<file path="config.mk">
export PLATFORM = sky130hd
export DESIGN_NAME = sram_controller
export DESIGN_NICKNAME = d
export VERILOG_FILES = /design/src/rtl/arm_pkg.sv /design/src/rtl/sram_wait_counter.sv /design/src/rtl/sram_controller.sv
export SDC_FILE = /design/constraint.sdc
export NUM_CORES = 1
export LEC_CHECK = 0
export CORE_MARGIN = 1
export CORE_UTILIZATION = 40
export CTS_CLUSTER_DIAMETER = 60
export DETAILED_ROUTE_END_ITERATION = 12
export GPL_TIMING_DRIVEN = 0
export PLACE_DENSITY_LB_ADDON = 0.3
export SKIP_CTS_REPAIR_TIMING = 1
export SYNTH_ARGS = -nofsm -noshare
export SYNTH_HDL_FRONTEND = slang
export SYNTH_SLANG_ARGS = --single-unit
</file>
<file path="constraint.sdc">
create_clock -name clk -period 3.7 [get_ports clk]
set_input_delay 0.37 -clock clk [delete_from_list [all_inputs] [get_ports clk]]
set_output_delay 0.37 -clock clk [all_outputs]
set_load 0.005 [all_outputs]
</file>
<file path="src/rtl/arm_pkg.sv">
// arm_pkg: shared SRAM controller state type, SRAM bus widths and default base address
package arm_pkg;
   typedef enum logic [1:0] {S_IDLE, S_LOW, S_HIGH, S_DONE} sram_state_t;
   localparam int SRAM_AW = 18;
   localparam int SRAM_DW = 16;
   localparam int SRAM_WORD_W = SRAM_AW - 1;
   localparam int DEFAULT_BASE_ADDR = 1024;
endpackage

</file>
<file path="src/rtl/sram_wait_counter.sv">
// sram_wait_counter: per-phase wait counter, loads WAIT_CYCLES-1 and counts down to zero
// Ports: clk, rst_n (async, active low), load (reload to WAIT_CYCLES-1),
//        dec (count down, saturating at 0), zero (count is 0)
module sram_wait_counter #(
   parameter int WAIT_CYCLES = 3
) (
   input  logic clk,
   input  logic rst_n,
   input  logic load,
   input  logic dec,
   output logic zero
);
   localparam int CW = WAIT_CYCLES > 1 ? $clog2(WAIT_CYCLES) : 1;
   logic [CW-1:0] count_q, count_d;
   always_comb
      count_d = load ? CW'(WAIT_CYCLES - 1) : (dec && count_q != '0) ? count_q - 1'b1 : count_q;
   always_ff @(posedge clk or negedge rst_n)
      if (!rst_n) count_q <= '0;
      else count_q <= count_d;
   assign zero = count_q == '0;
endmodule

</file>
<file path="src/rtl/sram_controller.sv">
// sram_controller: splits 32-bit MEM-stage accesses into two timed half-word phases on a 16-bit SRAM
// Ports: clk, rst_n (async, active low); rd_en/wr_en/address/write_data request from MEM stage;
//        read_data load result, ready (pipeline freeze = ~ready);
//        sram_addr/sram_dq_out/sram_dq_oe/sram_we_n drive the SRAM, sram_dq_in returns its data
module sram_controller
   import arm_pkg::*;
#(
   parameter int WAIT_CYCLES = 3,
   parameter int BASE_ADDR   = DEFAULT_BASE_ADDR
) (
   input  logic               clk,
   input  logic               rst_n,
   input  logic               rd_en,
   input  logic               wr_en,
   input  logic [31:0]        address,
   input  logic [31:0]        write_data,
   output logic [31:0]        read_data,
   output logic               ready,
   output logic [SRAM_AW-1:0] sram_addr,
   output logic [SRAM_DW-1:0] sram_dq_out,
   output logic               sram_dq_oe,
   input  logic [SRAM_DW-1:0] sram_dq_in,
   output logic               sram_we_n
);
   sram_state_t state_q, state_d;
   logic [SRAM_WORD_W-1:0] word_q, word_d;
   logic [31:0] data_q, data_d, rdata_q, rdata_d, diff;
   logic wr_q, wr_d, load, dec, zero, req, phase, hi;
   logic [SRAM_AW-1:0] sram_addr_q, sram_addr_d;
   logic [SRAM_DW-1:0] dq_out_q, dq_out_d;
   logic oe_q, oe_d, we_n_q, we_n_d;
   logic unused_bits;
   assign req = rd_en | wr_en;
   // byte offset from the SRAM base; bits above the word field wrap away
   assign diff = address - 32'(BASE_ADDR);
   assign unused_bits = ^{diff[31:SRAM_WORD_W+2], diff[1:0]};
   sram_wait_counter #(.WAIT_CYCLES(WAIT_CYCLES)) u_wait (
      .clk(clk), .rst_n(rst_n), .load(load), .dec(dec), .zero(zero)
   );
   always_comb begin
      state_d = state_q;
      word_d = word_q;
      data_d = data_q;
      wr_d = wr_q;
      rdata_d = rdata_q;
      load = 1'b0;
      dec = 1'b0;
      case (state_q)
         S_IDLE: if (req) begin
            word_d = diff[SRAM_WORD_W+1:2];
            data_d = write_data;
            wr_d = wr_en;
            load = 1'b1;
            state_d = S_LOW;
         end
         S_LOW: if (zero) begin
            state_d = S_HIGH;
            load = 1'b1;
            if (!wr_q) rdata_d[15:0] = sram_dq_in;
         end else dec = 1'b1;
         S_HIGH: if (zero) begin
            state_d = S_DONE;
            if (!wr_q) rdata_d[31:16] = sram_dq_in;
         end else dec = 1'b1;
         default: state_d = S_IDLE;
      endcase
      // SRAM pins are registered from the state being entered so they are stable for the whole phase
      phase = state_d == S_LOW || state_d == S_HIGH;
      hi = state_d == S_HIGH;
      sram_addr_d = phase ? {word_d, hi} : sram_addr_q;
      dq_out_d = phase ? (hi ? data_d[31:16] : data_d[15:0]) : dq_out_q;
      oe_d = phase && wr_d;
      we_n_d = !(phase && wr_d);
   end
   always_ff @(posedge clk or negedge rst_n)
      if (!rst_n) begin
         state_q <= S_IDLE;
         word_q <= '0;
         data_q <= '0;
         wr_q <= 1'b0;
         rdata_q <= '0;
         sram_addr_q <= '0;
         dq_out_q <= '0;
         oe_q <= 1'b0;
         we_n_q <= 1'b1;
      end else begin
         state_q <= state_d;
         word_q <= word_d;
         data_q <= data_d;
         wr_q <= wr_d;
         rdata_q <= rdata_d;
         sram_addr_q <= sram_addr_d;
         dq_out_q <= dq_out_d;
         oe_q <= oe_d;
         we_n_q <= we_n_d;
      end
   assign ready = (state_q == S_IDLE && !req) || state_q == S_DONE;
   assign read_data = rdata_q;
   assign sram_addr = sram_addr_q;
   assign sram_dq_out = dq_out_q;
   assign sram_dq_oe = oe_q;
   assign sram_we_n = we_n_q;
endmodule

</file>
# Word-level counts from Yosys, hierarchy flattened

Index checks and enable logic that the tools add are counted.

Flip-flop bits (word level): 122
Bits of input ports: 84
Output and inout bits: 69

$add $sub $neg: 2
Equal/unequal tests: 5
Multiplexer cells: 18
Bitwise logic cells: 2
Reductions and logical operators: 14

Operator list:

| kind                                                                  | number |
|---|---|
| 32-bit 2-to-1 mux                                                     | 2 |
| 17-bit 2-to-1 mux                                                     | 2 |
| 19-bit by 11-bit subtractor with 19-bit output, second input constant | 1 |
| 16-bit 2-to-1 mux                                                     | 1 |
| 2-bit 2-to-1 mux                                                      | 5 |
| 2-bit equality test, second input constant                            | 3 |
| 1-bit 2-to-1 mux                                                      | 6 |
| 2-bit case mux with 3 select lines                                    | 1 |
| 3-bit AND reduction                                                   | 2 |
| 2-bit by 1-bit equality test with 1-bit output, second input constant | 2 |
| 2-bit logical NOT                                                     | 2 |
| 2-bit nonzero test                                                    | 2 |
| 1-bit logical AND                                                     | 3 |
| 1-bit logical NOT                                                     | 2 |
| 1-bit logical OR                                                      | 2 |
| 1-bit case mux with 2 select lines                                    | 1 |
| 2-bit OR reduction                                                    | 1 |
| 2-bit by 1-bit subtractor with 2-bit output, second input constant    | 1 |
| 1-bit inverter                                                        | 1 |
| 1-bit OR                                                              | 1 |

# Logic depth before layout (Yosys ltp)

Depth in word-level cells: 7
Gate-level depth with buffers: 10

# Cells and area by module

Synthesis repeated with hierarchy kept, for this count alone.

Cells, all modules: 427
Area total of the unflattened synthesis: 5,208.7 um^2

Modules (own cells, without submodules):

| module            | times used | cells each | area each (um^2) | seq. area each (um^2) |
|---|---|---|---|---|
| sram_controller   | 1          | 416        | 5,083.6          | 3,004.1 |
| sram_wait_counter | 1          | 11         | 125.1            | 50.0 |

# Worst setup path before layout

OpenSTA, ideal clock, no wires.

Path type: register -> register
Start: register state_q[0]
End: register dq_out_q[6] (netlist: sram_dq_out[6])
Arrival: 2.715 ns
Data required time: 3.575 ns
Path slack: 0.860 ns
Cell stages (with the launch flop): 11
Path buffers: 3
Clock period less this slack: 2.840 ns
Path through: dfrtp_1 > inv_1 > ha_1 > o21ai_1 > clkbuf_1 > a211o_1 > ha_1 > clkbuf_1 > buf_1 > mux4_2 > mux2_2

Word-level cells in the longest chain between the ends: 4
Elaborated cells between the ends (all ways): 12
Classes of those cells: eq/ne (4); mux (6); reduce/logical (2)

RTL lines:

| item                                                         | line                                         | text |
|---|---|---|
| start: declaration                                           | sram_controller.sv:25                        | `sram_state_t state_q, state_d;` |
| start signal: assignment                                     | sram_controller.sv:87                        | `state_q <= state_d;` |
| 2-bit equality test (tied with other cells)                  | sram_controller.sv:48                        | `case (state_q)` |
| 2-bit case mux with 3 select lines *                         | sram_controller.sv:48                        |  |
| 2-bit equality test *                                        | sram_controller.sv:69                        | `hi = state_d == S_HIGH;` |
| via hi                                                       | sram_controller.sv:28                        | `logic wr_q, wr_d, load, dec, zero, req, phase, hi;` |
| 16-bit 2-to-1 mux / 1-bit logical OR (equally long branches) | sram_controller.sv:71, sram_controller.sv:68 |  |
| end signal: assignment                                       | sram_controller.sv:93                        | `dq_out_q <= dq_out_d;` |
| end: declaration                                             | sram_controller.sv:30                        | `logic [SRAM_DW-1:0] dq_out_q, dq_out_d;` |

Mark *: on every way through the listed nets, which the timed path passes. The rest lies on a longest branch.
A chain may end at the register's enable or synchronous reset.

# Worst setup path in the final report

Start: register state_q[0]
End: register sram_addr_q[12] (netlist: sram_addr[12])

Word-level cells in the longest chain between the ends: 4
Elaborated cells between the ends (all ways): 11
Classes of those cells: eq/ne (4); mux (5); reduce/logical (2)

RTL lines:

| item                                                                                         | line                  | text |
|---|---|---|
| 2-bit equality test (tied with other cells)                                                  | sram_controller.sv:48 |  |
| 2-bit case mux with 3 select lines                                                           | sram_controller.sv:48 |  |
| 2-bit by 1-bit equality test with 1-bit output / 2-bit equality test (equally long branches) | sram_controller.sv:68 | `phase = state_d == S_LOW \|\| state_d == S_HIGH;` |
| 1-bit logical OR                                                                             | sram_controller.sv:68 |  |
| end signal: assignment                                                                       | sram_controller.sv:92 | `sram_addr_q <= sram_addr_d;` |
| end: declaration                                                                             | sram_controller.sv:29 | `logic [SRAM_AW-1:0] sram_addr_q, sram_addr_d;` |

Several ways; a longest one is shown, not always the timed one.

==> impl_results.md <==
* Clk pin slew, worst setup/hold paths at approximately 50 ps
* Power share of the clock group at 20.5%
* Reg2Reg Setup Slack at roughly 240 ps
* CP max stage delay at 490 ps
* Area share of the largest cell type after synthesis at about three fifths
* Max IR drop VDD at around 0.45 mV
* Final Hold Vio Count at 0
* GR Overflow Total at 0
* P_sw at 2.28 mW
* Die area at 13400 µm²
* DRC at 0
* Vias at about 3700
* First drt pass iteration count at 4
* Yosys cell types at 36
* Routed Antenna Nets at 0
* Clk buf depth at 2
* Multi-input logic area at 2000 µm²
* TritonCTS clock tree: built
* Clk sinks at roughly 120
* CTS H-tree lvls at 4
* Gate power share at 46.6%
* Cell Area, Synth at slightly above 5000 µm²
* Hold Path Class: input pin to async pin
* Final Cycle Share at between 90% and 100%
* Worst setup SP type: flop
* Power per cell area at slightly below 1000 nW/µm²
* Initial Utilization at 41.1%
* Worst path cell trace: inv_1 -> ha_1 -> o21ai_1 -> clkbuf_2 -> a211o_1 -> ha_1 -> clkbuf_1 -> clkbuf_1 -> mux2_2
* Syn_nets at about 520
* TritonCTS buffer count at 17
* Sequential fraction of the synthesis area at between 50 and 60%
* Core Footprint at between 10000 and 15000 µm²
* Synth Register Bits at between 100 and 150
* WL per Instance at 15.3 µm
* Max FO, Critical Path at 10
* Layout area overhead at 41.5%
* Vias in the first global route at between 3000 and 4000
* Sequential power share at between 30 and 40%
* RSZ-0062 raised after global routing: no
* Pre-CTS WS at -244 ps
* Initial DRC count at approximately 150
* Root Driver: clkbuf_16
* Final slew viol count at 0
* Setup Viol. Count Final at 0
* Main synth FF type: dfrtp_1
* Synth cell count leaders: nand2_1 (127), dfrtp_1 (121), mux2_2 (65), mux4_2 (15), nor2_1 (10)
* Chip width at about 120 µm
* # diodes at 0
* Worst Tran Pin Value at 657 ps
* CP Launch Point: state_q[0]
* First-pass GRT wire length at roughly 19000 µm
* Antenna violations before repair at 0
* Pint at roughly 4.9 mW
* CP endpoint kind: flop
* Worst setup margin at 243 ps
* Simple-Gate Fraction of Synth Area at between 10% and 20%
* FMAX at between 0.2 and 0.3 GHz
* Largest net degree at the start of global routing at 86
* FF-to-FF Start: state_q[0]
* Post-Syn Instances at between 400 and 500
* RD Place Congestion at approximately 0.75
* Critical path type: flop to flop
* Pleak at about 3.3 nW
* Number of synthesized flops with an enable pin at 0
* Top Ports at 153
* Slowest cell on crit path: clkbuf_1
* Switching share of power at a little under a third
* Ratio of cells with drive above 1 in the final layout at about 20%
* Skew final at between 5 and 6 ps
* Post-synth ARST share at 100%
* Post-Synth Adder-Cell Area at between 2 and 2.5%
* HPWL after DPL at 8230 µm
* Xor-xnor portion of the synthesized cell area at less than 1%
* Max-slew headroom at between 50% and 60%
* Most frequent cell after synthesis: nand2_1
* Clock latency on the worst-skew pair at 420 ps
* Largest family of logic cells by synthesized area: multiplexers
* Status: complete, no violations
* Synth Area in Compound Gates at 3.35%
* Critical Path RT at about 4000 ps
* WP data arrival at 3750 ps
* Register area at roughly 3100 µm²
* Die height at 116 µm
* Vias/cell at about 5
* Overall power at 7.17 mW
* Yosys synthesis warning count at 0
* Synth area leader: dfrtp_1
* Max Cap Viol at 0
* Nets at around 670
* Global Route Usage Sum at about a fifth
* Num rows at between 40 and 50
* Mux cell area share after synthesis at 20.8%
* Reg2reg end: sram_addr[12]
* Fill count at between 1000 and 1500
* Synth top area cells: dfrtp_1 (58%), mux2_2 (14%), nand2_1 (9.2%), mux4_2 (6.5%), ha_1 (2.2%)
* Minimum clock period at about 3500 ps
* IO buf count at about 140
* Routed WL at 11700 µm
* Register-to-Register Path Depth at 9
* Avg Inst Size Synth at between 10 and 15 µm²
==> cell usage in the layout, fill, tap and decap left out, types with 2 or more instances in the layout <==
| master | count |
|---|---|
| a211oi_1 | 2 |
| a21o_1 | 2 |
| a21oi_1 | 5 |
| a31oi_1 | 2 |
| buf_2 | 6 |
| buf_6 | 3 |
| clkbuf_1 | 16 |
| clkbuf_16 | 17 |
| clkbuf_2 | 2 |
| clkbuf_8 | 4 |
| clkdlybuf4s50_1 | 136 |
| clkinv_2 | 3 |
| dfrtp_1 | 121 |
| ha_1 | 9 |
| inv_1 | 9 |
| mux2_2 | 65 |
| mux4_2 | 15 |
| nand2_1 | 127 |
| nand2b_1 | 2 |
| nand3_1 | 2 |
| nor2_1 | 10 |
| nor3_1 | 3 |
| o21ai_0 | 7 |
| o221ai_1 | 2 |
| o31ai_1 | 2 |
| or3_1 | 2 |
| xnor2_1 | 2 |
| xor2_1 | 2 |
==> kinds of logic after synthesis <==
group / Yosys count
buffers and inverters: 29
adder cells (fa/ha/maj): 9
XOR/XNOR: 4
AND/OR/NAND/NOR: 150
AO/OA/AOI/OAI: 27
flip-flops: 122
multiplexers: 81
==> worst max-delay path by stage <==
stage / depth (start not counted) / slack [ps] / endpoint
floorplan: 10 / 860 / sram_dq_out[6]
global placement: 1 / -2410 / sram_dq_out[9]
detailed placement: 9 / -240 / sram_dq_out[11]
CTS: 10 / -90 / sram_dq_out[10]
global route: 9 / 10 / sram_addr[13]
finish: 9 / 240 / sram_addr[12]
==> worst max-delay path, delay by kind of cell, from the launching register on <==
family | cells | cell delay, ps
adder cells (fa/ha/maj) | 2 | 640
buffers and inverters | 4 | 1330
multiplexers | 1 | 400
flip-flops | 1 | 430
AO/OA/AOI/OAI | 2 | 530
==> through the flow <==
stage,setup TNS [ps],utilization [%],hold WS (ps),std cells,instance area (µm²)
6_report,0,58.2,425,765,7340
4_1_cts,-682,58.1,-157,764,7330
2_1_floorplan,0,-,74.4,422,5190
3_3_place_gp,-292710,53.7,451,731,6770
5_1_grt,0,58.2,448,765,7340
3_5_place_dp,-1990,53.9,290,732,6800
==> power groups by stage <==
stage / combinational, mW / sequential, mW / clock [mW]
after detailed placement: 3.39 / 2.37 / 0
after global placement: 3.28 / 2.34 / 0
final: 3.34 / 2.35 / 1.47
after floorplan: 1.99 / 2.35 / 0
after global routing: 3.69 / 2.43 / 1.56
after CTS: 3.41 / 2.36 / 1.51
==> metal layers <==
layer	track usage (%)	share of wire (%)	vias to the layer above
li1	-	-	1754
met1	22.5	43	1842
met2	31.0	48	126
met3	7.74	8.0	14
met4	7.61	1.4	0
met5	0	0	-
==> final cells by class <==
| class | instances | area share [%] |
|---|---|---|
| sequential | 122 | 41.6 |
| clock inverter | 3 | 0.205 |
| timing repair buffer | 139 | 19.2 |
| inverter | 9 | 0.460 |
| tap | 172 | 2.93 |
| multi-input combinational | 271 | 27.2 |
| buffer | 20 | 1.41 |
| clock buffer | 29 | 6.95 |
==> flip-flops by register name (all words and copies together) (netlist names), 2 cells and up <==
register and cells:
state_q 2, data_q 32, sram_addr 18, u_wait.count_q 2, word_q 17, read_data 32
sram_dq_out 16
Note: power is estimated with default switching activity, not from simulation.
==> variant 1: new RTL, same settings <==
Take the reset off `word_q`, `data_q`, `rdata_q` and `sram_addr_q` and load them in a clocked block of their own.
--- a/src/rtl/sram_controller.sv
+++ b/src/rtl/sram_controller.sv
@@ -76,9 +76,5 @@
       if (!rst_n) begin
          state_q <= S_IDLE;
-         word_q <= '0;
-         data_q <= '0;
          wr_q <= 1'b0;
-         rdata_q <= '0;
-         sram_addr_q <= '0;
          dq_out_q <= '0;
          oe_q <= 1'b0;
@@ -86,13 +82,16 @@
       end else begin
          state_q <= state_d;
-         word_q <= word_d;
-         data_q <= data_d;
          wr_q <= wr_d;
-         rdata_q <= rdata_d;
-         sram_addr_q <= sram_addr_d;
          dq_out_q <= dq_out_d;
          oe_q <= oe_d;
          we_n_q <= we_n_d;
       end
+
+   always_ff @(posedge clk) begin
+      word_q      <= word_d;
+      data_q      <= data_d;
+      rdata_q     <= rdata_d;
+      sram_addr_q <= sram_addr_d;
+   end
    assign ready = (state_q == S_IDLE && !req) || state_q == S_DONE;
    assign read_data = rdata_q;
Function: changed (Yosys sat finds a counterexample within 4 cycles, from zero or initial values and one cycle with rst_n low).
==> variant 1 against the unedited design <==
The flow now finishes with violations (negative hold slack). Setup slack improved by 0.069 ns. First-iteration DRC count fell by 24%. Wire length fell by 12%. Sequential cell count did not move. Critical endpoint is now sram_dq_out[5]. Count of clock-buffer cells in the layout fell by 3. Cell area fell by 7.6%. Die area fell by 10%. Largest cell class unchanged. Critical path depth rose by 2. Hold slack got worse by 0.45 ns. Sequential share of layout area rose by 3.5 points. Total power fell by 11%. Synthesized area fell by 10%.
==> variant 1: results (changes against the unedited design) <==
The final HPWL from detailed placement is 7170 um (-13%). The adder and majority cell fraction of the synthesized area is 2.42% (+0.25 points). The total power draw came out at 6390 uW (-11%). The placer congestion estimate came to 0.778 (+3.3%). The per-cell routed wire length is 15.2 um (-0.78%). The number of cells traversed by the worst register-to-register path came out at 11 (+2).

The sequential power share came to 36.1% (+3.3 points). The final number of hold-violating endpoints is 22 (+22). The xor/xnor share of the synthesized area was 0.377% (-0.30 points). The net switching share of the total power is 30.5% (-1.3 points). The final non-filler cell total was 676 (-12%). In the post-synthesis netlist, the biggest area contributors are sky130_fd_sc_hd__edfxtp_1 (32%), sky130_fd_sc_hd__dfxtp_1 (21%), sky130_fd_sc_hd__dfrtp_1 (12%), sky130_fd_sc_hd__nand2_1 (10%), sky130_fd_sc_hd__mux4_2 (7.3%). The final net count is 616 (-8.5%). The first-pass GRT wire length came out at 16200 um (-15%). The compound-cell area share of the yosys netlist came out at 3.39% (+0.040 points). The global routing met2 resource utilization is 30.1% (-0.86 points).

The stage delay of the slowest cell on the critical path came out at 0.63 ns (+0.14 ns). The post-synthesis mux area share was 11.9% (-8.9 points). The number of flops mapped to enable cells by yosys is 50 (+50). The post-synth net total is 460 (-11%).

The share of async-settable or async-resettable flops after synthesis came out at 18.9% (-81 points). Sorting the synthesized cells by how often they occur yields sky130_fd_sc_hd__nand2_1 (128), sky130_fd_sc_hd__edfxtp_1 (50), sky130_fd_sc_hd__dfxtp_1 (49), sky130_fd_sc_hd__dfrtp_1 (22), sky130_fd_sc_hd__mux2_2 (16). The routed metal-1 wirelength came to 4310 um (-14%). The via count of the first global-routing pass came out at 3286 (-15%). The highest ir drop seen on vdd is 0.526 mV (+16%). The largest buffer count on any clock path came out at 2 (unchanged). The fraction of final layout cells with drive strength greater than 1 came to 12.7% (-7.4 points). The global routing usage on met3 came to 7.23% (-0.51 points).

The worst register-to-register path begins at state_q[1]. The clock latency of the later-clocked register in the worst-skew pair came out at 0.40 ns (-0.02 ns). The setup slack of the worst register-to-register path came out at 0.31 ns (+0.07 ns). The largest net degree at the start of global routing is 28 (-67%). The gate count of the mapped netlist is 367 (-13%). The final-layout worst hold slack came out at -0.0295 ns (-0.455 ns). The worst flop-to-flop path endpoint is sram_dq_out[5]. The number of distinct library cell variants in the gate-level netlist after synthesis came to 38 (+5.6%). The share of the yosys chip area belonging to registers came out at 65.8% (+7.0 points). The filler cell count in the final layout came out at 908 (-17%). The initial antenna violation count was 0 (unchanged). The routed length on met2 is 5090 um (-9.2%). The count of routing violations after the opening detailed-route iteration came out at 113 (-24%). The met1 layer usage reported by global route was 21.1% (-1.4 points). The combinational power came to 2450 uW (-27%). The static leakage was 0.00275 uW (-16%). The slowest stage of the critical path belongs to the cell sky130_fd_sc_hd__buf_2. The global-route usage over all layers is 18.2% (-0.86 points). The flow ran to the end, but the final reports show violations.

The met3 wire length is 756 um (-19%). The checks that failed: negative hold slack.
-- variant 1: worst reg2reg max path, cell delays in order (launching register included) --
cell and delay, ns:
sky130_fd_sc_hd__dfrtp_1 0.45, sky130_fd_sc_hd__inv_1 0.11, sky130_fd_sc_hd__ha_1 0.29, sky130_fd_sc_hd__o21a_1 0.20, sky130_fd_sc_hd__buf_6 0.15, sky130_fd_sc_hd__buf_6 0.17
sky130_fd_sc_hd__o32ai_1 0.13, sky130_fd_sc_hd__a21o_1 0.18, sky130_fd_sc_hd__ha_1 0.29, sky130_fd_sc_hd__inv_2 0.23, sky130_fd_sc_hd__buf_2 0.63, sky130_fd_sc_hd__mux2_2 0.43
-- variant 1: worst max-delay path by stage --
stage / start / endpoint / slack [ns] / cells after the start
floorplan: state_q[0] / sram_dq_out[10] / 0.54 / 11
global placement: wr_en / sram_dq_out[11] / -0.36 / 10
detailed placement: wr_en / sram_dq_out[7] / 0.0003 / 11
CTS: state_q[1] / sram_dq_out[7] / 0.07 / 12
global route: state_q[0] / sram_dq_out[9] / 0.16 / 11
finish: state_q[1] / sram_dq_out[5] / 0.31 / 11
-- variant 1: final cells by class --
class,instances,area (um2),area share (%)
tap,140,175,2.58
clock buffer,26,510,7.52
sequential,122,3060,45.1
timing repair buffer,137,1370,20.1
multi-input combinational,221,1470,21.6
clock inverter,6,85.1,1.25
buffer,17,97.6,1.44
inverter,7,26.3,0.387
-- variant 1: metrics by stage --
step	cell area (um2)	util [%]	setup TNS [ns]	setup slack, ns
after floorplan	4650	-	0	0.541
after global placement	6190	55.9	-6.43	-0.358
after detailed placement	6190	55.9	0	0.000254
after CTS	6790	61.3	0	0.0689
after global routing	6790	61.3	0	0.159
final	6790	61.3	0	0.312
==> variant 2: new RTL, same settings <==
Made on the original files. `WAIT_CYCLES` is set to 3 in 2 places; all go to 6.
--- a/src/rtl/sram_wait_counter.sv
+++ b/src/rtl/sram_wait_counter.sv
@@ -3,5 +3,5 @@
 //        dec (count down, saturating at 0), zero (count is 0)
 module sram_wait_counter #(
-   parameter int WAIT_CYCLES = 3
+   parameter int WAIT_CYCLES = 6
 ) (
    input  logic clk,
--- a/src/rtl/sram_controller.sv
+++ b/src/rtl/sram_controller.sv
@@ -6,5 +6,5 @@
    import arm_pkg::*;
 #(
-   parameter int WAIT_CYCLES = 3,
+   parameter int WAIT_CYCLES = 6,
    parameter int BASE_ADDR   = DEFAULT_BASE_ADDR
 ) (
Behaviour: not the same (Yosys sat finds a counterexample within 10 cycles, from zero or initial values and one cycle with rst_n low).
==> variant 2 against the unedited design <==
Wire length is 0.67% lower. Clock skew is 0.0049 ns higher. Combinational power is 11% lower. Setup slack better by 0.060 ns. Sequential cell count is 1 higher. Count of clock-buffer cells in the layout is 4 lower. Synthesized area is 1.4% higher. Cell area is 2.4% higher. Total power is 2.5% lower.
==> variant 2: results (changes against the unedited design) <==
Ranked by instance count, the synthesized netlist is headed by sky130_fd_sc_hd__nand2_1 (130), sky130_fd_sc_hd__dfrtp_1 (122), sky130_fd_sc_hd__mux2_2 (53), sky130_fd_sc_hd__mux4_2 (15), sky130_fd_sc_hd__mux2_1 (11). The final core utilization is 59.1% (+0.93 points). The static leakage is 0.00332 uW (+1.7%). The via count of the first global-routing pass came out at 3760 (-2.6%).

The worst path arrival time is 3.69 ns (-0.06 ns). The setup slack after placement is -0.274 ns (-0.0301 ns). The highest ir drop seen on vdd is 0.416 mV (-8.2%). The number of CTS-inserted buffers is 17 (unchanged).

The largest individual stage delay along the critical path comes from the cell sky130_fd_sc_hd__dfrtp_1. The filler cell count in the final layout came out at 1111 (+1.9%). The clock latency of the later-clocked register in the worst-skew pair came out at 0.42 ns (about the same). The total number of H-tree levels is 4 (unchanged). The final net count came out at 678 (+0.74%). The final HPWL from detailed placement came out at 8080 um (-1.8%). The count of routing violations after the opening detailed-route iteration is 220 (+49%). The number of distinct library cell variants in the gate-level netlist after synthesis was 41 (+14%).

The clock skew after layout is 0.0101 ns (+0.00489 ns). The number of remaining DRC errors is 0 (unchanged). The clock slew seen by the registers of the worst setup and hold paths came out at 0.05 ns (about the same). The compound-cell area share of the yosys netlist is 3.35% (about the same). The first-pass GRT wire length came out at 18600 um (-2.2%). The placed cell area was 6870 um2 (+1.0%). The fraction of final layout cells with drive strength greater than 1 is 19.1% (-1.0 points).

The placer congestion estimate is 0.784 (+4.0%). The largest net degree at the start of global routing is 76 (-12%). The post-synth net total came to 520 (+0.97%). The count of input and output buffers came out at 137 (unchanged). The per-cell routed wire length is 15.1 um (-1.3%). The iteration count of the initial detailed-routing pass is 4 (unchanged). The synthesis warning total is 0 (unchanged). The largest buffer count on any clock path came out at 2 (unchanged). The global-route usage over all layers is 18.6% (-0.40 points).

The worst-case headroom to the max-slew limit came out at 55.9% (-0.35 points). The run finished with clean final reports. The adder and majority cell fraction of the synthesized area is 2.14% (-0.029 points). By area the synthesized netlist is led by sky130_fd_sc_hd__dfrtp_1 (58%), sky130_fd_sc_hd__mux2_2 (11%), sky130_fd_sc_hd__nand2_1 (9.3%), sky130_fd_sc_hd__mux4_2 (6.4%), sky130_fd_sc_hd__mux2_1 (2.4%). The ratio of routed vias to standard cells is 4.85 (-0.73%).

The initial antenna violation count is 0 (unchanged). STA classifies the critical path startpoint as a flop. The xor/xnor share of the synthesized area is 0.666% (-0.0092 points). The post-synthesis mux area share is 20.9% (+0.050 points). The share of the yosys chip area belonging to registers came out at 58.6% (-0.32 points). The stage delay of the slowest cell on the critical path is 0.44 ns (-0.05 ns).

The clock root buffer is sky130_fd_sc_hd__clkbuf_16. The top flip-flop cell by instance count after synthesis is sky130_fd_sc_hd__dfrtp_1.
==> variant 2: path summary, 6_finish.rpt <==
| check | cells past startpoint | start | to | slack, ns |
|---|---|---|---|---|
| max in group asynchronous | 3 | rst_n | data_q[22] | 2.52 |
| worst max-delay path | 10 | state_q[1] | sram_dq_out[6] | 0.30 |
| worst min-delay path | 2 | rst_n | sram_addr[4] | 0.47 |
| min in group clk | 2 | word_q[6] | word_q[6] | 0.47 |
| worst max register to register | 10 | state_q[1] | sram_dq_out[6] | 0.30 |
| worst min register to register | 2 | word_q[6] | word_q[6] | 0.47 |
==> variant 2: per-stage QoR <==
| stage | hold WS [ns] | std cells | total power [uW] | TNS [ns] |
|---|---|---|---|---|
| 5_1_grt | 0.486 | 770 | 7480 | 0 |
| 4_1_cts | -0.112 | 769 | 7080 | -0.743 |
| 3_3_place_gp | 0.451 | 736 | 5170 | -301.55 |
| 3_5_place_dp | 0.336 | 737 | 5290 | -2.40 |
| 6_report | 0.469 | 770 | 6990 | 0 |
| 2_1_floorplan | 0.0744 | 427 | 4060 | 0 |
==> variant 2: report_power, final <==
part / internal, uW / switching (uW)
registers: 1980 / 280
logic: 1670 / 1290
clock network: 1190 / 566
total: 4850 / 2140
==> variant 2: cell families (layout without fill, tap and decap cells) <==
kind of cell    Yosys count  after routing
simple gates            155            155
flops                   123            123
mux                      82             82
buf+inv                  28            199
compound gates           26             26
fa+ha+maj                 9              9
xor+xnor                  4              4
==> variant 2: layer usage <==
metal  up-vias  global-route usage [%]  part of all wire [%]
met1      1827                    23.0                    43
met5         -                       0                     0
met2       107                    29.9                    50
met3        24                    4.98                   4.4
li1       1775                       -                     -
met4         0                    10.0                   2.5
==> variant 2: area by class of cell <==
| type | count | area share (%) |
|---|---|---|
| plain buffers | 20 | 1.25 |
| inverters | 8 | 0.399 |
| clock buffers | 25 | 6.59 |
| well taps | 172 | 2.86 |
| multi-input cells | 276 | 27.4 |
| clock inverters | 7 | 1.80 |
| repair buffers | 139 | 18.8 |
| flip-flops and latches | 123 | 41.0 |
==> variant 2: worst max-delay path: cells and delay by family (launching register included) <==
kind,cells,cell delay [ns]
buf+inv,4,1.26
compound gates,2,0.52
mux,2,0.63
fa+ha+maj,2,0.41
flops,1,0.44
